<file path="src/rtl/lift_pkg.sv">
// Shared definitions for the lift scheduling controller: state codes and
// one-hot floor helpers used by both the scheduler and the FSM.
package lift_pkg;

   localparam int N_FLOORS_DEF = 6;
   localparam int MAX_FLOORS   = 32;

   typedef logic [2:0] lift_state_t;

   localparam lift_state_t ST_IDLE       = 3'd0;
   localparam lift_state_t ST_MOVE_UP    = 3'd1;
   localparam lift_state_t ST_MOVE_DN    = 3'd2;
   localparam lift_state_t ST_DOOR_OPEN  = 3'd3;
   localparam lift_state_t ST_DOOR_HOLD  = 3'd4;
   localparam lift_state_t ST_DOOR_CLOSE = 3'd5;
   localparam lift_state_t ST_FAULT      = 3'd6;

   typedef logic [MAX_FLOORS-1:0] floor_vec_t;

   function automatic logic is_onehot(input floor_vec_t v);
      return (v != '0) && ((v & (v - floor_vec_t'(1))) == '0);
   endfunction

   // For a one-hot position, every bit strictly above it; zero input gives zero.
   function automatic floor_vec_t above_mask(input floor_vec_t s);
      return ~((s - floor_vec_t'(1)) | s);
   endfunction

   function automatic floor_vec_t below_mask(input floor_vec_t s);
      return (s == '0) ? '0 : (s - floor_vec_t'(1));
   endfunction

endpackage

</file>
<file path="src/rtl/lift_req_sched.sv">
// Combinational SCAN request evaluator: looks at the pending set relative to
// the current floor and direction and reports what the FSM may do next.
module lift_req_sched
   import lift_pkg::*;
#(
   parameter int N_FLOORS = N_FLOORS_DEF
)(
   input  logic [N_FLOORS-1:0] pending,
   input  logic [N_FLOORS-1:0] sensor,
   input  logic                dir_up,
   output logic                hit_here,
   output logic                want_up,
   output logic                want_dn,
   output logic                reverse
);

   floor_vec_t pendWide;
   floor_vec_t sensWide;
   floor_vec_t aboveWide;
   floor_vec_t belowWide;
   logic       reqAbove;
   logic       reqBelow;

   always_comb begin
      pendWide                 = '0;
      sensWide                 = '0;
      pendWide[N_FLOORS-1:0]   = pending;
      sensWide[N_FLOORS-1:0]   = sensor;
      aboveWide                = above_mask(sensWide);
      belowWide                = below_mask(sensWide);
   end

   assign reqAbove = |(pendWide & aboveWide);
   assign reqBelow = |(pendWide & belowWide);
   assign hit_here = |(pendWide & sensWide);
   assign want_up  = dir_up & reqAbove;
   assign want_dn  = ~dir_up & reqBelow;

   // Work exists only behind us: the FSM flips direction and re-decides.
   assign reverse  = ~hit_here & ~want_up & ~want_dn &
                     (dir_up ? reqBelow : reqAbove);

endmodule

</file>
<file path="src/rtl/lift_controller.sv">
// SCAN scheduling FSM for the single-lift datapath: pending-request register,
// one-floor move commands, door sequencing, watchdog and sensor sanity fault.
module lift_controller
   import lift_pkg::*;
#(
   parameter int N_FLOORS     = N_FLOORS_DEF,
   parameter int DOOR_HOLD    = 8,
   parameter int MOVE_TIMEOUT = 255
)(
   input  logic                clk,
   input  logic                rst,
   input  logic [N_FLOORS-1:0] call_req,
   input  logic [N_FLOORS-1:0] sensor,
   input  logic                passenger_in,
   output logic                move_up,
   output logic                move_down,
   output logic                open_door,
   output logic                close_door,
   output logic                stop,
   output logic [N_FLOORS-1:0] pending,
   output logic                dir_up,
   output logic                busy,
   output logic                fault
);

   localparam int HOLD_W = $clog2(DOOR_HOLD + 1);
   localparam int WD_W   = $clog2(MOVE_TIMEOUT + 1);
   localparam logic [HOLD_W-1:0] HOLD_LAST = HOLD_W'(DOOR_HOLD - 1);
   localparam logic [WD_W-1:0]   WD_LAST   = WD_W'(MOVE_TIMEOUT - 1);

   lift_state_t         state_q, state_d;
   logic [N_FLOORS-1:0] pending_q, pending_d;
   logic                dir_up_q, dir_up_d;
   logic [N_FLOORS-1:0] sensor_lat_q, sensor_lat_d;
   logic [HOLD_W-1:0]   hold_cnt_q, hold_cnt_d;
   logic [WD_W-1:0]     wd_cnt_q, wd_cnt_d;
   logic                move_up_q, move_down_q, open_door_q, close_door_q;
   logic                stop_q, busy_q, fault_q;

   logic [N_FLOORS-1:0] clearMask;
   floor_vec_t          sensorWide;
   logic                sensorOk;
   logic                callHere;
   logic                hitHere, wantUp, wantDn, reverse;

   lift_req_sched #(
      .N_FLOORS (N_FLOORS)
   ) u_sched (
      .pending  (pending_q),
      .sensor   (sensor),
      .dir_up   (dir_up_q),
      .hit_here (hitHere),
      .want_up  (wantUp),
      .want_dn  (wantDn),
      .reverse  (reverse)
   );

   always_comb begin
      sensorWide                 = '0;
      sensorWide[N_FLOORS-1:0]   = sensor;
      sensorOk                   = is_onehot(sensorWide);
   end

   assign callHere  = |(call_req & sensor);
   assign pending_d = (pending_q | call_req) & ~clearMask;

   // Next-state decision. Direction is only re-evaluated in IDLE when the
   // current floor has nothing to service, so the floor being served keeps
   // the direction it was approached with.
   always_comb begin
      state_d      = state_q;
      dir_up_d     = dir_up_q;
      sensor_lat_d = sensor_lat_q;
      hold_cnt_d   = hold_cnt_q;
      wd_cnt_d     = wd_cnt_q;
      clearMask    = '0;

      case (state_q)
         ST_IDLE: begin
            if (hitHere) begin
               state_d = ST_DOOR_OPEN;
            end else begin
               if (sensor[N_FLOORS-1]) begin
                  dir_up_d = 1'b0;
               end else if (sensor[0]) begin
                  dir_up_d = 1'b1;
               end else if (reverse) begin
                  dir_up_d = ~dir_up_q;
               end
               if (wantUp) begin
                  state_d = ST_MOVE_UP;
               end else if (wantDn) begin
                  state_d = ST_MOVE_DN;
               end
            end
         end
         ST_MOVE_UP, ST_MOVE_DN: begin
            if (sensor != sensor_lat_q) begin
               state_d = ST_IDLE;
            end else if (wd_cnt_q == WD_LAST) begin
               state_d = ST_FAULT;
            end
         end
         ST_DOOR_OPEN: begin
            if (passenger_in) begin
               state_d = ST_DOOR_HOLD;
            end else if (wd_cnt_q == WD_LAST) begin
               state_d = ST_FAULT;
            end
         end
         ST_DOOR_HOLD: begin
            if (callHere) begin
               hold_cnt_d = '0;
            end else if (hold_cnt_q == HOLD_LAST) begin
               state_d = ST_DOOR_CLOSE;
            end else begin
               hold_cnt_d = hold_cnt_q + HOLD_W'(1);
            end
         end
         ST_DOOR_CLOSE: begin
            clearMask = sensor;
            state_d   = ST_IDLE;
         end
         ST_FAULT: begin
            state_d = ST_FAULT;
         end
         default: begin
            state_d = ST_FAULT;
         end
      endcase

      if (!sensorOk && state_q != ST_FAULT) begin
         state_d = ST_FAULT;
      end

      // Counters restart on every state change; the watchdog runs only while
      // waiting on the datapath.
      if (state_d != state_q) begin
         hold_cnt_d = '0;
         wd_cnt_d   = '0;
      end else if (state_q == ST_MOVE_UP || state_q == ST_MOVE_DN ||
                   state_q == ST_DOOR_OPEN) begin
         wd_cnt_d = wd_cnt_q + WD_W'(1);
      end

      if (state_q == ST_IDLE &&
          (state_d == ST_MOVE_UP || state_d == ST_MOVE_DN)) begin
         sensor_lat_d = sensor;
      end
   end

   // Command outputs are decoded from the next state so they are registered
   // and line up with the state they belong to.
   always_ff @(posedge clk) begin
      if (rst) begin
         state_q      <= ST_IDLE;
         pending_q    <= '0;
         dir_up_q     <= 1'b1;
         sensor_lat_q <= '0;
         hold_cnt_q   <= '0;
         wd_cnt_q     <= '0;
         move_up_q    <= 1'b0;
         move_down_q  <= 1'b0;
         open_door_q  <= 1'b0;
         close_door_q <= 1'b0;
         stop_q       <= 1'b0;
         busy_q       <= 1'b0;
         fault_q      <= 1'b0;
      end else begin
         state_q      <= state_d;
         pending_q    <= pending_d;
         dir_up_q     <= dir_up_d;
         sensor_lat_q <= sensor_lat_d;
         hold_cnt_q   <= hold_cnt_d;
         wd_cnt_q     <= wd_cnt_d;
         move_up_q    <= (state_d == ST_MOVE_UP);
         move_down_q  <= (state_d == ST_MOVE_DN);
         open_door_q  <= (state_d == ST_DOOR_OPEN);
         close_door_q <= (state_d == ST_DOOR_CLOSE);
         stop_q       <= (state_d == ST_DOOR_OPEN) || (state_d == ST_DOOR_CLOSE);
         busy_q       <= (state_d != ST_IDLE);
         fault_q      <= (state_d == ST_FAULT);
      end
   end

   assign move_up    = move_up_q;
   assign move_down  = move_down_q;
   assign open_door  = open_door_q;
   assign close_door = close_door_q;
   assign stop       = stop_q;
   assign pending    = pending_q;
   assign dir_up     = dir_up_q;
   assign busy       = busy_q;
   assign fault      = fault_q;

endmodule

</file>
<file path="config.mk">
export PLATFORM = sky130hd
export DESIGN_NAME = lift_controller
export DESIGN_NICKNAME = d
export VERILOG_FILES = /design/src/rtl/lift_pkg.sv /design/src/rtl/lift_req_sched.sv /design/src/rtl/lift_controller.sv
export SDC_FILE = /design/constraint.sdc
export NUM_CORES = 1
export LEC_CHECK = 0
export ABC_AREA = 1
export BUFFER_PORTS_ARGS = -buffer_cell sky130_fd_sc_hd__buf_2
export CAP_MARGIN = 10
export CORE_ASPECT_RATIO = 0.6
export CORE_UTILIZATION = 45
export CTS_BUF_LIST = sky130_fd_sc_hd__clkbuf_4 sky130_fd_sc_hd__clkbuf_8
export DETAILED_ROUTE_END_ITERATION = 8
export GPL_ROUTABILITY_DRIVEN = 1
export GPL_TIMING_DRIVEN = 1
export SLEW_MARGIN = 20
export SYNTH_ARGS = -nofsm -noshare
export SYNTH_HDL_FRONTEND = slang
export SYNTH_SLANG_ARGS = --single-unit
</file>
<file path="constraint.sdc">
create_clock -name clk -period 6.5 [get_ports clk]
set_clock_uncertainty 0.2 [all_clocks]
set_input_delay 1.3 -clock clk [delete_from_list [all_inputs] [get_ports clk]]
set_output_delay 1.3 -clock clk [all_outputs]
set_load 0.02 [all_outputs]
</file>
==> results.md <==
- Die Outline Area: 5050 sq um
- Critical Path Start Type: primary input
- Setup TNS: 0 ns
- Clock buffers created by TritonCTS: 5
- IO buf count: 28
- Number of nets with antenna violations after routing: 0
- CTS tree: yes
- Number of nets in the synthesized netlist: 349
- Clock insertion delay at the later pin of the skew report: between 0.2 and 0.3 ns
- Final number of max-transition violations: 0
- Syn Inst Count: 320
- Register area share after synthesis: 32.7%
- Antenna cells: 0
- Global-route congestion overflow total: 0
- # rows: 19
- Antenna violations before repair: 0
- Die Wd: 91.1 microns
- Signed area change from the synthesized netlist to the final layout: 14.6%
- Drt wl/cell: 11.7 microns
- Vias after detailed routing: 1964
- M1 WL: 2810 microns
- Leading cell types in the layout, fill and taps excluded: 96 x sky130_fd_sc_hd__nand2_1, 41 x sky130_fd_sc_hd__inv_1, 35 x sky130_fd_sc_hd__dfxtp_1
- WS Path Type: in -> reg
- Initial DRT Pass Iterations: 4
- Setup slack of the worst register-to-register path: 3.54 ns
- Max clock buf depth: 2
- VDD IR-drop max: 0.000125 V
- Static leakage power: between 1 and 1.5 nW
- Total count of hold-check failures in the final report: 0
- Total setup violations reported at the end of the flow: 0
- Met2 layer wire length in the routed design: around 1600 microns
- Post-placement cell area: approximately 2300 sq um
- HPWL after detailed placement: between 3000 and 4000 microns
- Worst hold path class: reg -> reg
- Y dimension of the die: 55.5 microns
- Residual DRC count: 0
- PostCTS Resize Cnt: 0
- Sum of routed wire length over all layers: 4860 microns
- Number of top-level pins: 29
- Global-route wire length before repair: 8320 microns
- Via/cell ratio: 4.74
- Hold-fix buffer count after cts: 0
- CP max FO: 12
- Timing-limited maximum frequency: roughly 250 MHz
- Master cell of the clock root buffer: sky130_fd_sc_hd__clkbuf_8
- Cell area after synthesis: around 2100 sq um
- Number of different library cells in the post-synthesis netlist: 27
- Core Region: 4560 sq um
- Period utilization: 60.4%
- Final net count: 379
- Most frequent standard cell in the layout excluding fill and tap cells: sky130_fd_sc_hd__nand2_1
- Worst hold slack: 0.316 ns
- Worst Setup End Kind: flip-flop
- Shortest period the worst path allows: between 3 and 4 ns
- All-layer global routing usage: 21.0%
- Via count of the first global-routing pass: 1670
- Number of buffers inserted to repair setup after CTS: 0
- Routability congestion estimate: 0.899
- Ratio of cells with drive above 1 in the final layout: between 10% and 20%
- #FFs+latches synth: 35
- Unrepaired setup endpoints after global routing: false
- Required time reported for the critical path endpoint: 6.51 ns
- Post-route worst setup slack: 2.57 ns
- Met3 routed WL: 358 microns
- CP Data Arrival Time: 3.94 ns
- Initial DRC count: 135
- Pin slew with the least headroom to its limit: 1.05 ns
- Reg clk slew, reported paths: roughly 0.080 ns
- Result of the run: complete, no violations
- Largest net degree at the start of global routing: 16
- Summed area of non-filler cells in the final layout: 2460 sq um
- Initial core utilization: 47.0%
- Worst relative slew slack: between 20% and 30%
- Final Core Density: about 54%
- Clock Sink Count: 35
- Number of maximum-capacitance violations: 0
- Yosys Warn Count: 0
- Worst setup slack after placement: 2.31 ns
- Pwr/cell area: 218 nW/um^2
- Highest routed layer: met4
- H-tree levels: 2
- Mean area per synthesized cell: 6.70 sq um
==> worst max-delay path, cell delays in order <==
cell	delay [ns]
sky130_fd_sc_hd__buf_2	0.16
sky130_fd_sc_hd__inv_2	0.14
sky130_fd_sc_hd__ha_1	0.21
sky130_fd_sc_hd__inv_1	0.08
sky130_fd_sc_hd__ha_1	0.18
sky130_fd_sc_hd__nand2_1	0.07
sky130_fd_sc_hd__nand3_1	0.10
sky130_fd_sc_hd__o21ai_0	0.24
sky130_fd_sc_hd__inv_1	0.06
sky130_fd_sc_hd__nor2_1	0.15
sky130_fd_sc_hd__nand2_1	0.09
sky130_fd_sc_hd__nand2_1	0.07
sky130_fd_sc_hd__nand2_1	0.08
sky130_fd_sc_hd__nand2_2	0.12
sky130_fd_sc_hd__xor2_1	0.16
sky130_fd_sc_hd__nand3b_1	0.49
sky130_fd_sc_hd__nor2_1	0.22
==> final timing paths <==
path	startpoint	cells past startpoint	end
max	sensor[0]	17	wd_cnt_q[4]$_SDFFE_PP0P_
min	sensor_lat_q[1]$_SDFFE_PP0P_	2	sensor_lat_q[1]$_SDFFE_PP0P_
max reg2reg	state_q[0]$_SDFF_PP0_	9	wd_cnt_q[4]$_SDFFE_PP0P_
min reg2reg	sensor_lat_q[1]$_SDFFE_PP0P_	2	sensor_lat_q[1]$_SDFFE_PP0P_
==> layer usage <==
metal | global-route usage, % | up-vias
met5 | 0 | -
met3 | 5.23 | 7
met1 | 35.8 | 832
li1 | - | 1062
met4 | 5.44 | 0
met2 | 24.2 | 63
==> through the flow <==
step | instances | power [mW]
global route | 414 | 0.562
floorplan | 320 | 0.281
detailed placement | 406 | 0.303
global placement | 406 | 0.303
finish | 414 | 0.535
CTS | 414 | 0.540
==> state kept, by name, indices dropped and copies added, names as in the netlist, 3 cells and up <==
signal and count:
wd_cnt_q 8, pending 6, sensor_lat_q 6, hold_cnt_q 4, state_q 3
==> power breakdown <==
| group | internal [mW] | switching [mW] | total (mW) |
|---|---|---|---|
| clock network | 0.153 | 0.0833 | 0.236 |
| registers | 0.220 | 0.00710 | 0.227 |
| logic | 0.0234 | 0.0483 | 0.0717 |
==> logic make-up (layout without fill, tap and decap cells) <==
family	Yosys count	after routing	share of synthesized area, %
buffers and inverters	51	82	9.98
and+or+nand+nor	180	180	36.6
AOI/OAI and AO/OA	30	30	8.46
DFF	35	35	32.7
adders and majority gates	14	14	8.17
xor gates and xnor gates	10	10	4.08
==> Yosys cell counts <==
library cell	instances	area, sq um
sky130_fd_sc_hd__a21boi_0	1	7.51
sky130_fd_sc_hd__a21oi_1	10	50.1
sky130_fd_sc_hd__a21oi_2	2	17.5
sky130_fd_sc_hd__a41oi_1	1	8.76
sky130_fd_sc_hd__and3_1	1	6.26
sky130_fd_sc_hd__buf_6	3	33.8
sky130_fd_sc_hd__clkbuf_1	2	7.51
sky130_fd_sc_hd__dfxtp_1	35	701
sky130_fd_sc_hd__ha_1	14	175
sky130_fd_sc_hd__inv_1	41	154
sky130_fd_sc_hd__inv_2	5	18.8
sky130_fd_sc_hd__nand2_1	96	360
sky130_fd_sc_hd__nand2_2	3	18.8
sky130_fd_sc_hd__nand3_1	18	90.1
sky130_fd_sc_hd__nand3_2	2	20.0
sky130_fd_sc_hd__nand3b_1	1	7.51
sky130_fd_sc_hd__nand4_1	6	37.5
sky130_fd_sc_hd__nor2_1	34	128
sky130_fd_sc_hd__nor2_2	12	75.1
sky130_fd_sc_hd__nor2_4	1	11.3
sky130_fd_sc_hd__nor3_1	5	25.0
sky130_fd_sc_hd__o211ai_1	6	45.0
sky130_fd_sc_hd__o21ai_0	9	45.0
sky130_fd_sc_hd__o31ai_1	1	7.51
sky130_fd_sc_hd__or2_2	1	6.26
sky130_fd_sc_hd__xnor2_1	2	17.5
sky130_fd_sc_hd__xor2_1	8	70.1
==> layout make-up <==
| cell class | instances | area, sq um |
|---|---|---|
| Fill cell | 470 | 2110 |
| Multi-Input combinational cell | 234 | 1230 |
| Sequential cell | 35 | 701 |
| Inverter | 46 | 173 |
| Timing Repair Buffer | 28 | 140 |
| Tap cell | 63 | 78.8 |
| Clock buffer | 5 | 68.8 |
| Clock inverter | 3 | 67.6 |
Note: power is estimated with default switching activity, not from simulation.
